## src/rtl/cv32e40p_ft_replica_manager.sv

```systemverilog
// Fault-tracking and replica-selection controller for the fault-tolerant ALU stage.
// Counts per-replica voter mismatches per observation window and swaps replicas via a drain/ack handshake.
module cv32e40p_ft_replica_manager #(
  parameter int N_REPLICAS  = 4,
  parameter int N_ACTIVE    = 3,
  parameter int PERM_THRESH = 16,
  parameter int WINDOW_LEN  = 256
) (
  input  logic                  clk,
  input  logic                  rst,
  input  logic                  valid_i,
  input  logic [N_REPLICAS-1:0] replica_err_i,
  input  logic                  clear_i,
  input  logic                  reconf_ack_i,
  output logic [N_REPLICAS-1:0] clock_gate_pipe_replica_o,
  output logic [N_REPLICAS-1:0] perm_faulty_o,
  output logic                  reconf_req_o,
  output logic                  degraded_o
);

  localparam int CW = $clog2(PERM_THRESH + 1);
  localparam int WW = $clog2(WINDOW_LEN);
  localparam logic [N_REPLICAS-1:0] DEFAULT_MASK = N_REPLICAS'((1 << N_ACTIVE) - 1);

  typedef enum logic {
    S_RUN,
    S_DRAIN
  } state_e;

  state_e                state_q, state_d;
  logic [CW-1:0]         cnt_q [N_REPLICAS];
  logic [CW-1:0]         cnt_d [N_REPLICAS];
  logic [WW-1:0]         win_q;
  logic                  wrap;
  logic [N_REPLICAS-1:0] inc;
  logic [N_REPLICAS-1:0] perm_q, perm_d;
  logic [N_REPLICAS-1:0] mask_q;
  logic [N_REPLICAS-1:0] target;
  logic                  deg_q, deg_d;
  logic                  req_q;
  logic                  load;
  int                    sel_cnt;
  int                    healthy_cnt;

  assign wrap = valid_i && (win_q == WW'(WINDOW_LEN - 1));

  // Window wrap clears before this cycle's increment, so an error on the wrap cycle leaves a count of 1.
  always_comb begin
    perm_d = perm_q;
    inc    = '0;
    for (int k = 0; k < N_REPLICAS; k++) begin
      cnt_d[k] = cnt_q[k];
      inc[k]   = valid_i & replica_err_i[k] & mask_q[k] & ~perm_q[k];
      if (clear_i) begin
        cnt_d[k]  = '0;
        perm_d[k] = 1'b0;
      end else begin
        if (wrap && !perm_q[k]) begin
          cnt_d[k] = inc[k] ? CW'(1) : '0;
        end else if (inc[k] && (cnt_q[k] != CW'(PERM_THRESH))) begin
          cnt_d[k] = cnt_q[k] + CW'(1);
        end
        if (cnt_d[k] == CW'(PERM_THRESH)) begin
          perm_d[k] = 1'b1;
        end
      end
    end
  end

  always_comb begin
    healthy_cnt = 0;
    for (int k = 0; k < N_REPLICAS; k++) begin
      if (!perm_d[k]) begin
        healthy_cnt = healthy_cnt + 1;
      end
    end
    deg_d = (healthy_cnt < N_ACTIVE);
  end

  // Lowest-index healthy replicas; once degraded the current mask is frozen.
  always_comb begin
    target  = '0;
    sel_cnt = 0;
    for (int k = 0; k < N_REPLICAS; k++) begin
      if (!perm_q[k] && (sel_cnt < N_ACTIVE)) begin
        target[k] = 1'b1;
        sel_cnt   = sel_cnt + 1;
      end
    end
    if (deg_q) begin
      target = mask_q;
    end
  end

  always_comb begin
    state_d = state_q;
    load    = 1'b0;
    case (state_q)
      S_RUN: begin
        if ((target != mask_q) && !deg_q) begin
          state_d = S_DRAIN;
        end
      end
      S_DRAIN: begin
        if (reconf_ack_i) begin
          load    = 1'b1;
          state_d = S_RUN;
        end
      end
      default: state_d = S_RUN;
    endcase
  end

  always_ff @(posedge clk or posedge rst) begin
    if (rst) begin
      state_q <= S_RUN;
      mask_q  <= DEFAULT_MASK;
      perm_q  <= '0;
      deg_q   <= 1'b0;
      req_q   <= 1'b0;
      win_q   <= '0;
      for (int k = 0; k < N_REPLICAS; k++) begin
        cnt_q[k] <= '0;
      end
    end else begin
      state_q <= state_d;
      req_q   <= (state_d == S_DRAIN);
      perm_q  <= perm_d;
      deg_q   <= deg_d;
      if (load) begin
        mask_q <= target;
      end
      if (clear_i) begin
        win_q <= '0;
      end else if (valid_i) begin
        win_q <= wrap ? '0 : win_q + WW'(1);
      end
      for (int k = 0; k < N_REPLICAS; k++) begin
        cnt_q[k] <= cnt_d[k];
      end
    end
  end

  assign clock_gate_pipe_replica_o = mask_q;
  assign perm_faulty_o             = perm_q;
  assign reconf_req_o              = req_q;
  assign degraded_o                = deg_q;

endmodule

```

## config.mk

```make
export PLATFORM = sky130hd
export DESIGN_NAME = cv32e40p_ft_replica_manager
export DESIGN_NICKNAME = d
export VERILOG_FILES = /design/src/rtl/cv32e40p_ft_replica_manager.sv
export SDC_FILE = /design/constraint.sdc
export NUM_CORES = 1
export LEC_CHECK = 0
export ABC_CLOCK_PERIOD_IN_PS = 6600
export BUFFER_PORTS_ARGS = -buffer_cell sky130_fd_sc_hd__clkbuf_2
export CAP_MARGIN = 20
export CORE_MARGIN = 4
export CORE_UTILIZATION = 42
export CTS_BUF_LIST = sky130_fd_sc_hd__clkbuf_2 sky130_fd_sc_hd__clkbuf_4 sky130_fd_sc_hd__clkbuf_8
export DETAILED_ROUTE_END_ITERATION = 10
export PLACE_DENSITY_LB_ADDON = 0.12
export SLEW_MARGIN = 30
export SYNTH_ARGS = -nofsm -noshare
export SYNTH_HDL_FRONTEND = slang
export SYNTH_SLANG_ARGS = --single-unit
```

## constraint.sdc

```tcl
create_clock -name clk -period 6.6 [get_ports clk]
set_input_delay 0.99 -clock clk [delete_from_list [all_inputs] [get_ports clk]]
set_output_delay 0.99 -clock clk [all_outputs]
set_load 0.005 [all_outputs]
```

**Word level (Yosys, flattened, before mapping)**

Index checks and enable logic that the tools add are counted.

- Word-level logic and storage cells: 117
- Register bits after elaboration: 38
- Output and inout port bits: 10
- Bits of input ports: 9

- Eq/ne operators: 10
- Multiplexer cells: 48
- Reduce and logical (&&, ||, !) cells: 19
- Bitwise logic cells: 17
- Order comparisons: 4
- Add/subtract/negate cells: 10

Operator list:

| cell | count |
|---|---|
| adder 32 x 2 -> 32 bit (second input constant) | 5 |
| 2-to-1 mux 32 bit | 5 |
| < comparator 32 x 3 -> 1 bit (second input constant) | 4 |
| 2-to-1 mux 5 bit | 16 |
| 2-to-1 mux 8 bit | 3 |
| 2-to-1 mux 1 bit | 22 |
| adder 5 x 1 -> 5 bit (second input constant) | 4 |
| equality test 5 bit (second input constant) | 4 |
| != test 5 bit (second input constant) | 4 |
| logical AND 1 bit | 13 |
| bitwise AND 1 bit | 12 |
| adder 8 x 1 -> 8 bit (second input constant) | 1 |
| equality test 8 bit (second input constant) | 1 |
| logical NOT 1 bit | 5 |
| inverter 1 bit | 5 |
| 2-to-1 mux 4 bit | 1 |
| != test 4 bit | 1 |
| one-hot mux 1 bit (2 select lines) | 1 |
| nonzero test 2 bit | 1 |

**Logic depth before layout (Yosys ltp)**

Gate-level depths: netlist (run 1).

- Word-level depth: 18
- Gate-level depth with buffers: 13
- Depth with buffers taken out: 13

**Worst setup path after synthesis (run 1)**

No wires, ideal clock.

- Path kind: input to register
- Start point: in clear_i
- End point: reg deg_q, in the netlist degraded_o
- Buffers on the path: 1
- Setup time: 0.123 ns
- Required time: 6.477 ns
- Arrival time: 3.248 ns
- Stages: 11
- Setup slack: 3.229 ns
- Cells stage by stage: buf_2 -> inv_1 -> o21ai_0 -> a311o_2 -> o32ai_2 -> ha_1 -> xnor2_1 -> ha_1 -> inv_1 -> a2bb2oi_1 -> o221a_2

- Elaborated cells on any way between the ends: 12
- Those cells by class: add/sub: 3; order compare: 1; mux: 8

RTL lines:

| what | RTL line | source |
|---|---|---|
| start, declared | 13 | `input logic clear_i,` |
| 2-to-1 mux 1 bit * | 54 | `if (clear_i) begin` |
| via perm_d[1] | 36 | `logic [N_REPLICAS-1:0] perm_q, perm_d;` |
| 2-to-1 mux 32 bit * | 73 | `if (!perm_d[k]) begin` |
| adder 32 x 2 -> 32 bit | 74 | `healthy_cnt = healthy_cnt + 1;` |
| 2-to-1 mux 32 bit * | 73 |  |
| adder 32 x 2 -> 32 bit | 74 |  |
| 2-to-1 mux 32 bit * | 73 |  |
| < comparator 32 x 3 -> 1 bit * | 77 | `deg_d = (healthy_cnt < N_ACTIVE);` |
| via deg_d | 39 | `logic deg_q, deg_d;` |
| end signal, assigned | 129 | `deg_q <= deg_d;` |
| end, declared | 39 |  |

The timed path passes the listed nets; every way through them passes the cells marked *.
A chain may end at the register's enable or synchronous reset.

**Final worst setup path (run 1)**

- Start point: in valid_i
- End point: reg deg_q, in the netlist degraded_o

- Elaborated cells on any way between the ends: 57
- Those cells by class: add/sub: 3; order compare: 1; eq/ne: 4; mux: 28; bitwise: 12; reduce/logical: 9

RTL lines:

| what | RTL line | source |
|---|---|---|
| start, declared | 11 | `input logic valid_i,` |
| bitwise AND 1 bit (3 in a row) | 53 | `inc[k] = valid_i & replica_err_i[k] & mask_q[k] & ~perm_q[k];` |
| logical AND 1 bit | 60 | `end else if (inc[k] && (cnt_q[k] != CW'(PERM_THRESH))) begin` |
| 2-to-1 mux 5 bit | 60 |  |
| 2-to-1 mux 5 bit * | 58 | `if (wrap && !perm_q[k]) begin` |
| 2-to-1 mux 5 bit * | 54 |  |
| equality test 5 bit * | 63 | `if (cnt_d[k] == CW'(PERM_THRESH)) begin` |
| 2-to-1 mux 1 bit * | 63 |  |
| 2-to-1 mux 1 bit * | 54 |  |
| via perm_d[1] | 36 |  |
| 2-to-1 mux 32 bit * | 73 |  |
| adder 32 x 2 -> 32 bit | 74 |  |
| 2-to-1 mux 32 bit * | 73 |  |
| adder 32 x 2 -> 32 bit | 74 |  |
| 2-to-1 mux 32 bit * | 73 |  |
| < comparator 32 x 3 -> 1 bit * | 77 |  |
| via deg_d | 39 |  |

The timed path passes the listed nets; every way through them passes the cells marked *. The select of a mux whose other input is x is not followed.

==> results of run 1 <==
[worst paths after layout]
kind                               from                           end  slack, ns  depth (start not counted)
max                             valid_i                    degraded_o       2.64                         12
min                        reconf_req_o                  reconf_req_o       0.49                          1
max reg2reg                    win_q[0]                    degraded_o       2.99                         12
min reg2reg                reconf_req_o                  reconf_req_o       0.49                          1
max in group asynchronous           rst  clock_gate_pipe_replica_o[2]       5.44                          3
min in group asynchronous           rst                      cnt_q[7]       0.78                          3
[routing by layer]
layer	vias up	global-route usage [%]
li1	917	-
met1	888	22.8
met2	36	22.6
met3	2	4.44
met4	0	3.95
met5	-	0
[cell type report]
| cell class | instances | area, um2 |
|---|---|---|
| inverters | 16 | 60.1 |
| clock inverters | 1 | 5.00 |
| clock buffers | 7 | 90.1 |
| fillers | 544 | 2870 |
| multi-input cells | 185 | 1370 |
| repair buffers | 19 | 97.6 |
| well taps | 72 | 90.1 |
| flip-flops and latches | 38 | 955 |
[synth_stat cells (3+ instances only)]
master | instances | area, um2
a21oi_1 | 11 | 55.1
o21ai_0 | 11 | 55.1
inv_1 | 16 | 60.1
mux2i_1 | 4 | 40.0
and2_1 | 3 | 18.8
nor2_1 | 28 | 105
ha_1 | 13 | 163
nand3_1 | 7 | 35.0
dfrtp_1 | 35 | 876
xor2_1 | 16 | 140
nand4_1 | 9 | 56.3
nor3_1 | 10 | 50.1
dfstp_2 | 3 | 78.8
nand2_1 | 13 | 48.8
mux2_2 | 3 | 33.8
nand2b_1 | 3 | 18.8
xnor2_1 | 9 | 78.8
[metrics by stage]
step / cells / util [%]
final: 338 / 48.2
after global placement: 330 / 46.5
after floorplan: 244 / -
after detailed placement: 330 / 46.5
after CTS: 338 / 48.2
after global routing: 338 / 48.2
[layout by cell type, fill, tap and decap left out, types with 2 or more instances in the layout]
master	netlist	final
a21oi_1	11	11
a2bb2oi_1	2	2
a41oi_1	2	2
and2_1	3	3
and4b_1	2	2
and4b_2	2	2
clkbuf_2	0	18
clkbuf_8	0	6
dfrtp_1	35	35
dfstp_2	3	3
ha_1	13	13
inv_1	16	16
mux2_2	3	3
mux2i_1	4	4
nand2_1	13	13
nand2b_1	3	3
nand3_1	7	7
nand3b_1	2	2
nand4_1	9	9
nand4b_1	2	2
nand4b_4	2	2
nor2_1	28	28
nor3_1	10	10
o21ai_0	11	11
o21ai_2	2	2
o41ai_1	2	2
or2_1	2	2
xnor2_1	9	9
xor2_1	16	16
[cells by family (layout without fill, tap and decap cells)]
kind of cell / Yosys count / in the layout / synth area share, %
muxes: 7 / 7 / 3.05
AOI/OAI and AO/OA: 44 / 44 / 13.9
and+or+nand+nor: 95 / 95 / 23.2
DFF: 38 / 38 / 39.4
xor gates and xnor gates: 25 / 25 / 9.03
adders and majority gates: 14 / 14 / 7.54
buffers and inverters: 21 / 43 / 3.92
[critical path, cell delays in order]
cell       delay [ns]
clkbuf_2         0.25
nand4_1          0.25
or2_1            0.41
o21ai_0          0.28
a311o_2          0.42
o32ai_2          0.31
ha_1             0.33
xnor2_1          0.23
ha_1             0.26
inv_1            0.05
a2bb2oi_1        0.20
o221a_2          0.21
[power by group]
group / internal, W / leakage, nW / total [W] / switching (W)
logic: 0.0000355 / 0.587 / 0.0000810 / 0.0000454
clock network: 0.0000885 / 0.0517 / 0.000172 / 0.0000839
registers: 0.000251 / 0.515 / 0.000270 / 0.0000197
total: 0.000375 / 1.15 / 0.000524 / 0.000149
[state kept, by name, indices dropped and copies added (netlist names)]
signal / count
cnt_q: 20
perm_faulty_o: 4
degraded_o: 1
win_q: 8
clock_gate_pipe_replica_o: 4
reconf_req_o: 1
==> impl_metrics.py, run 1 <==
metrics = {
    "placed_design": {
        "place_congestion": 0.810,
        "post-place-ws_ns": 2.31,
        "placed_cell_area_mm2": 0.00258,
        "port_buffers": 18,
        "hpwl_um": 3620,
    },
    "global_routing": {
        "grtUsageTotal_pct": 15.6,
        "antenna_found_initial": 0,
        "overflow": 0,
        "grt_start_max_net_pins": 39,
        "grt_pass1_vias": 1783,
        "grt_pass1_wl_um": 8800,
    },
    "route": {
        "vias_per_cell": 5.45,
        "drtIter0Drc": 102,
        "routedWlPerCell_um": 14.7,
        "routed_wl_um": 4970,
        "ant_nets": 0,
        "highest-signal-layer": "met4",
        "first_pass_iters": 4,
        "dr_wl_met2_um": 2290,
        "wl_met1_um": 2450,
        "vias": 1843,
        "wl_met3_um": 199,
        "drc": 0,
    },
    "floorplan": {
        "die_height_um": 84.0,
        "pin_count": 19,
        "core-area_mm2": 0.00554,
        "fp-row-count": 27,
        "start_util_pct": 43.7,
        "dieArea_mm2": 0.00705,
        "die_w_um": 84.0,
    },
    "logic_synthesis": {
        "ys.flop_type": "dfrtp_1",
        "syn_nets": 267,
        "syn_area_mm2": 0.00242,
        "postSynthAreaPerCell_um2": 9.93,
        "ys_seq_elements": 38,
        "synth_edf_count": 0,
        "yosysSeqAreaShare_pct": 39.4,
        "async_flop_share_pct": 100,
        "synthDistinctLibCells": 56,
        "ys.warnings.count": 0,
        "postSynthCellCount": 244,
    },
    "timing": {
        "setup_viol": 0,
        "whs_ns": 0.495,
        "worst_pin_slew_ns": 0.635,
        "worst_slack_ns": 2.64,
        "min_period_ns": 3.96,
        "rsz0062_at_grt": "no",
        "finalSetupTns_ns": 0,
        "slew_headroom_pct": 57.1,
        "slew_violations": 0,
        "fmax_mhz": 253,
        "hold_viol": 0,
        "fin_crit_sh_pct": 60.0,
        "skew_ns": 0.00634,
    },
    "run": {
        "drv_cap": 0,
    },
    "cts": {
        "clk_latency_ns": 0.29,
        "cts_sinks": 38,
        "numCtsBuffers": 5,
        "post_cts_buffers": 0,
        "hold_buffers": 0,
        "clkTransAtPathRegs_ns": 0.08,
        "post_cts_resized": 0,
        "cts_tree": "built",
        "cts_buffer_depth": 2,
        "clockRootBuffer": "clkbuf_8",
        "htree_levels": 2,
    },
    "final_layout": {
        "design_area_mm2": 0.00267,
        "area_delta_synth_final_pct": 10.2,
        "diodes": 0,
        "drive_gt1_share_pct": 18.8,
        "nets": 288,
    },
    "power": {
        "power.total_w": 0.000524,
        "peakVddDrop_v": 0.000110,
        "powerDensity_mw_per_mm2": 196,
        "p_leak_nw": 1.15,
    },
    "critical_path": {
        "startpoint_type": "primary input",
        "cp.required_ns": 6.84,
        "critPathMaxFanout": 15,
        "end_kind": "flip-flop",
        "arrival_ns": 4.20,
        "path_class": "primary input to flip-flop",
    },
    "run_status": {
        "status": "complete, no violations",
    },
    "hold_path": {
        "hold_class": "flip-flop to flip-flop",
    },
}
Note: power is estimated with default switching activity, not from simulation.
==> run 2: changes to the inputs <==
--- a/config.mk
+++ b/config.mk
@@ -5,7 +5,7 @@
 export SDC_FILE = /design/constraint.sdc
 export NUM_CORES = 1
 export LEC_CHECK = 0
-export ABC_CLOCK_PERIOD_IN_PS = 6600
+export ABC_CLOCK_PERIOD_IN_PS = 3300
 export BUFFER_PORTS_ARGS = -buffer_cell sky130_fd_sc_hd__clkbuf_2
 export CAP_MARGIN = 20
 export CORE_MARGIN = 4
==> constraint.sdc (replaced) <==
create_clock -name clk -period 3.3 [get_ports clk]
set_input_delay 0.495 -clock clk [delete_from_list [all_inputs] [get_ports clk]]
set_output_delay 0.495 -clock clk [all_outputs]
set_load 0.005 [all_outputs]
==> run 2 against run 1 <==
Net effect: global-route usage is 0.39 points higher; flip-flop and latch count stayed put; clock power is 92% higher; critical path depth is 1 higher; die area stayed put; combinational power is 120% higher; register-to-register slack worse by 2.9 ns; cell area is 5.2% higher; clock skew is 0.00063 ns lower; first-iteration DRC count is 25% lower; largest power group unchanged; highest routed layer unchanged.
==> impl_metrics.py, run 2 (same netlist as run 1, synthesis figures left out) <==
metrics = {
    "placed_design": {
        "hpwl_um": 3870,
        "dp.cells": 344,
        "place_congestion": 0.809,
        "port_buffers": 18,
    },
    "timing": {
        "skew_ns": 0.00571,
        "whs_ns": 0.311,
        "slew_headroom_pct": 66.9,
        "setup_viol": 0,
        "slew_violations": 0,
        "finalSetupTns_ns": 0,
        "hold_viol": 0,
        "worst_pin_slew_ns": 0.497,
        "fin_crit_sh_pct": 97.1,
        "min_period_ns": 3.20,
        "fmax_mhz": 312,
    },
    "critical_path": {
        "cp.required_ns": 3.47,
        "arrival_ns": 3.37,
        "path_class": "flip-flop to flip-flop",
        "ff2ff_path_depth": 13,
        "startpoint_type": "flip-flop",
        "end_kind": "flip-flop",
        "critPathMaxFanout": 5,
    },
    "hold_path": {
        "hold_class": "primary input to async pin",
    },
    "run": {
        "drv_cap": 0,
    },
    "final_layout": {
        "max_flop_register": "cnt_q",
        "largest_reg_flops": 20,
        "final_cells": 354,
        "final_cell_mix": "dfrtp_1, nor2_1, clkbuf_2",
        "drive_gt1_share_pct": 25.5,
        "area_delta_synth_final_pct": 16.0,
        "diodes": 0,
        "multi_input_area_mm2": 0.00140,
        "nets": 304,
        "seq_area_um2": 955,
        "final_common_cell": "dfrtp_1",
        "reg.largest.list": "cnt_q (20), win_q (8)",
        "nFillCells": 547,
    },
    "floorplan": {
        "pin_count": 19,
        "start_util_pct": 43.7,
        "dieArea_mm2": 0.00705,
        "fp-row-count": 27,
        "core-area_mm2": 0.00554,
        "die_w_um": 84.0,
        "die_height_um": 84.0,
    },
    "power": {
        "power.total_w": 0.00105,
        "peakVddDrop_v": 0.000217,
        "p_leak_nw": 1.23,
        "powerDensity_mw_per_mm2": 373,
    },
    "route": {
        "routed_wl_um": 5280,
        "drc": 0,
        "vias": 1905,
        "drtIter0Drc": 77,
        "first_pass_iters": 5,
        "vias_per_cell": 5.38,
        "routedWlPerCell_um": 14.9,
        "ant_nets": 0,
    },
    "cts": {
        "htree_levels": 2,
        "numCtsBuffers": 5,
        "cts_tree": "built",
        "clk_latency_ns": 0.28,
        "cts_buffer_depth": 2,
        "clockRootBuffer": "clkbuf_8",
        "hold_buffers": 0,
        "cts_sinks": 38,
        "clkTransAtPathRegs_ns": 0.07,
    },
    "global_routing": {
        "grt_start_max_net_pins": 39,
        "grt_pass1_wl_um": 9160,
        "grt.met2_usage_pct": 25.0,
        "grt_pass1_vias": 1930,
        "met3_usage_pct": 3.26,
        "antenna_found_initial": 0,
        "grtUsageTotal_pct": 16.0,
        "top_usage_layer": "met2",
        "overflow": 0,
        "use_met1_pct": 22.3,
    },
    "run_status": {
        "status": "complete, no violations",
    },
}
## run 2: changes by cell type in the layout (fill, tap and decap cells not counted), moves of 2 or more
cell	change
ha_2	+2
clkbuf_4	+2
buf_4	+16
ha_1	-2
## run 2: layout make-up
class                           count  area share, %
Clock buffer                        8           3.25
Tap cell                           72           3.20
Multi-Input combinational cell    185           49.7
Sequential cell                    38           34.0
Timing Repair Buffer               35           7.74
Inverter                           16           2.14
## run 2: power breakdown
| part | leakage [nW] | switching, W | internal (W) |
|---|---|---|---|
| combinational | 0.667 | 0.0000990 | 0.0000804 |
| clock | 0.0498 | 0.000157 | 0.000175 |
| sequential | 0.515 | 0.0000371 | 0.000502 |
## run 2: path summary, 6_finish.rpt
kind | startpoint | to | slack [ns]
setup / recovery | cnt_q[10] | degraded_o | 0.1
hold / removal | rst | cnt_q[9] | 0.31
setup reg to reg | cnt_q[10] | degraded_o | 0.1
hold reg to reg | reconf_req_o | reconf_req_o | 0.50
max in group asynchronous | rst | clock_gate_pipe_replica_o[0] | 2.62
min in group clk | reconf_ack_i | reconf_req_o | 0.39
## run 2: per-layer routing
layer  wire, um  vias up  part of all wire, %
met5          0        -                    0
met4         57        0                  1.1
met3        242        4                  4.6
met2       2450       39                   46
met1       2530      917                   48
li1           -      945                    -
## run 2: repair_timing
action,4_1_cts,5_1_grt
gates resized for setup,0,6
setup buffers,0,2
setup endpoints to repair,0,1
hold endpoints to repair,0,0
## run 2: through the flow
stage	util (%)	worst slack [ns]	instance area [um2]
2_1_floorplan	-	0.314	2420
3_3_place_gp	48.4	0.155	2680
3_5_place_dp	48.4	0.0688	2680
4_1_cts	50.0	0.0856	2770
5_1_grt	50.7	-0.00106	2810
6_report	50.7	0.0971	2810
## run 2: worst max-delay path: stages (launching register included)
cell,delay (ns)
dfrtp_1,0.42
inv_1,0.08
ha_1,0.13
and4bb_1,0.25
nor2_2,0.08
or3_1,0.31
a311o_2,0.33
o32ai_2,0.25
ha_1,0.33
xnor2_2,0.17
ha_2,0.32
inv_1,0.04
a2bb2oi_1,0.13
o221a_2,0.24
==> run 3: changes to the inputs <==
--- a/config.mk
+++ b/config.mk
@@ -9,10 +9,11 @@
 export BUFFER_PORTS_ARGS = -buffer_cell sky130_fd_sc_hd__clkbuf_2
 export CAP_MARGIN = 20
 export CORE_MARGIN = 4
-export CORE_UTILIZATION = 42
+export CORE_UTILIZATION = 55
 export CTS_BUF_LIST = sky130_fd_sc_hd__clkbuf_2 sky130_fd_sc_hd__clkbuf_4 sky130_fd_sc_hd__clkbuf_8
 export DETAILED_ROUTE_END_ITERATION = 10
 export PLACE_DENSITY_LB_ADDON = 0.12
+export REMOVE_ABC_BUFFERS = 1
 export SLEW_MARGIN = 30
 export SYNTH_ARGS = -nofsm -noshare
 export SYNTH_HDL_FRONTEND = slang
==> run 3 against run 2 <==
Net effect: sequential power is essentially flat; wire length shrank 4.0%; combinational power grew 3%; power grew 6.7%; first-iteration DRC count grew 36%; cell area grew 0.71%; register-to-register slack gained 0.05 ns; sequential share of layout area shrank 0.24 points; final cell count shrank 6.5%; global-route usage grew 4.6 points; critical endpoint unchanged.
==> impl_metrics.py, run 3 (same netlist as run 1, synthesis figures left out) <==
metrics = {
    "final_layout": {
        "largest_reg_flops": 20,
        "post-route-util_pct": 68.3,
        "reg.largest.list": "cnt_q (20), win_q (8)",
        "max_flop_register": "cnt_q",
        "multi_input_area_mm2": 0.00144,
        "drive_gt1_share_pct": 25.3,
        "final_common_cell": "dfrtp_1",
        "area_delta_synth_final_pct": 16.8,
        "diodes": 0,
        "nFillCells": 323,
        "nets": 303,
        "seq_area_um2": 955,
        "design_area_mm2": 0.00283,
        "final_cell_mix": "dfrtp_1, nor2_1, clkbuf_2",
    },
    "timing": {
        "setup_viol": 0,
        "hold_viol": 0,
        "skew_ns": 0.0143,
        "min_period_ns": 3.15,
        "fin_crit_sh_pct": 95.5,
        "slew_headroom_pct": 67.5,
        "finalSetupTns_ns": 0,
        "worst_pin_slew_ns": 0.487,
        "slew_violations": 0,
        "fmax_mhz": 317,
    },
    "cts": {
        "clk_latency_ns": 0.30,
        "htree_levels": 2,
        "clockRootBuffer": "clkbuf_8",
        "cts_buffer_depth": 2,
        "cts_tree": "built",
        "clkTransAtPathRegs_ns": 0.09,
        "cts_sinks": 38,
        "numCtsBuffers": 5,
    },
    "route": {
        "routedWlPerCell_um": 15.3,
        "first_pass_iters": 4,
        "routed_wl_um": 5070,
        "vias_per_cell": 5.77,
        "drtIter0Drc": 105,
        "ant_nets": 0,
        "vias": 1910,
        "drc": 0,
    },
    "critical_path": {
        "critPathMaxFanout": 5,
        "cp_common_cell": "inv_1",
        "end_kind": "flip-flop",
        "crit_family": "compound AO/OA/AOI/OAI gates",
        "worstPathCellList": "inv_1 > ha_1 > and4bb_1 > nor2_2 > or3_1 > a311o_2 > o32ai_4 > ha_4 > xnor2_2 > ha_2 > inv_1 > a2bb2oi_1 > o221a_2",
        "cp.required_ns": 3.50,
        "arrival_ns": 3.35,
        "path_class": "flip-flop to flip-flop",
        "cp_num_buf_inv": 2,
        "worst_path_largest_cell_delay_ns": 0.44,
        "startpoint_type": "flip-flop",
        "slowest_stage": "dfrtp_1",
    },
    "placed_design": {
        "port_buffers": 18,
        "place_congestion": 0.860,
        "hpwl_um": 3660,
        "placed_cell_area_mm2": 0.00264,
    },
    "floorplan": {
        "core-area_mm2": 0.00414,
        "die_height_um": 74.4,
        "dieArea_mm2": 0.00553,
        "die_w_um": 74.4,
        "fp-row-count": 23,
        "pin_count": 19,
        "start_util_pct": 58.5,
    },
    "run_status": {
        "status": "complete, no violations",
    },
    "power": {
        "powerDensity_mw_per_mm2": 395,
        "p_leak_nw": 1.25,
        "peakVddDrop_v": 0.000281,
    },
    "global_routing": {
        "grt_pass1_vias": 1843,
        "antenna_found_initial": 0,
        "grtUsageTotal_pct": 20.5,
        "overflow": 0,
        "grt_pass1_wl_um": 8690,
        "grt_start_max_net_pins": 39,
    },
    "run": {
        "drv_cap": 0,
    },
    "hold_path": {
        "hold_class": "primary input to async pin",
    },
}
run 3: area by class of cell:
cell class / instances / share of cell area, %
multi-input combinational: 185 / 50.7
sequential: 38 / 33.7
timing repair buffer: 34 / 7.42
clock buffer: 5 / 2.43
tap: 50 / 2.21
inverter: 16 / 2.12
clock inverter: 3 / 1.41
run 3: per-stage QoR:
stage	hold slack (ns)	std cells	setup slack [ns]	total power, W
floorplan	0.487	239	0.129	0.000649
global placement	0.485	320	0.160	0.000717
detailed placement	0.499	320	0.0696	0.000719
CTS	0.295	328	0.0975	0.00112
global route	0.329	331	-0.00995	0.00118
finish	0.271	331	0.147	0.00112
run 3: repair_timing:
action	4_1_cts	5_1_grt
endpoints found under the setup margin	0	1
hold buffers	0	0
buffers inserted	0	3
resized for setup	0	8
run 3: path summary, 6_finish.rpt:
check	slack, ns	to	cells after the start	start
min in group clk	0.39	reconf_req_o	2	reconf_ack_i
max	0.15	degraded_o	13	cnt_q[11]
min	0.27	win_q[2]	3	rst
max in group asynchronous	2.65	clock_gate_pipe_replica_o[0]	3	rst
min reg2reg	0.51	reconf_req_o	1	reconf_req_o
max reg2reg	0.15	degraded_o	13	cnt_q[11]
run 3: worst reg2reg max path, cell delays in order, from the launching register on:
cell       delay [ns]
dfrtp_1          0.44
inv_1            0.08
ha_1             0.13
and4bb_1         0.25
nor2_2           0.09
or3_1            0.31
a311o_2          0.34
o32ai_4          0.27
ha_4             0.26
xnor2_2          0.15
ha_2             0.32
inv_1            0.03
a2bb2oi_1        0.13
o221a_2          0.25
run 3: power by group:
group          switching (W)  internal [W]  leakage [nW]
Clock               0.000173      0.000223        0.0579
Sequential         0.0000380      0.000502         0.515
Combinational       0.000103     0.0000811         0.674
Total               0.000314      0.000805          1.25
run 3: per-layer routing:
layer | wire [um] | vias up | part of all wire [%] | GRT usage (%)
li1 | - | 944 | - | -
met1 | 2530 | 933 | 50 | 29.6
met2 | 2320 | 25 | 46 | 30.9
met3 | 148 | 8 | 2.9 | 3.78
met4 | 69 | 0 | 1.4 | 7.51
met5 | 0 | - | 0 | 0
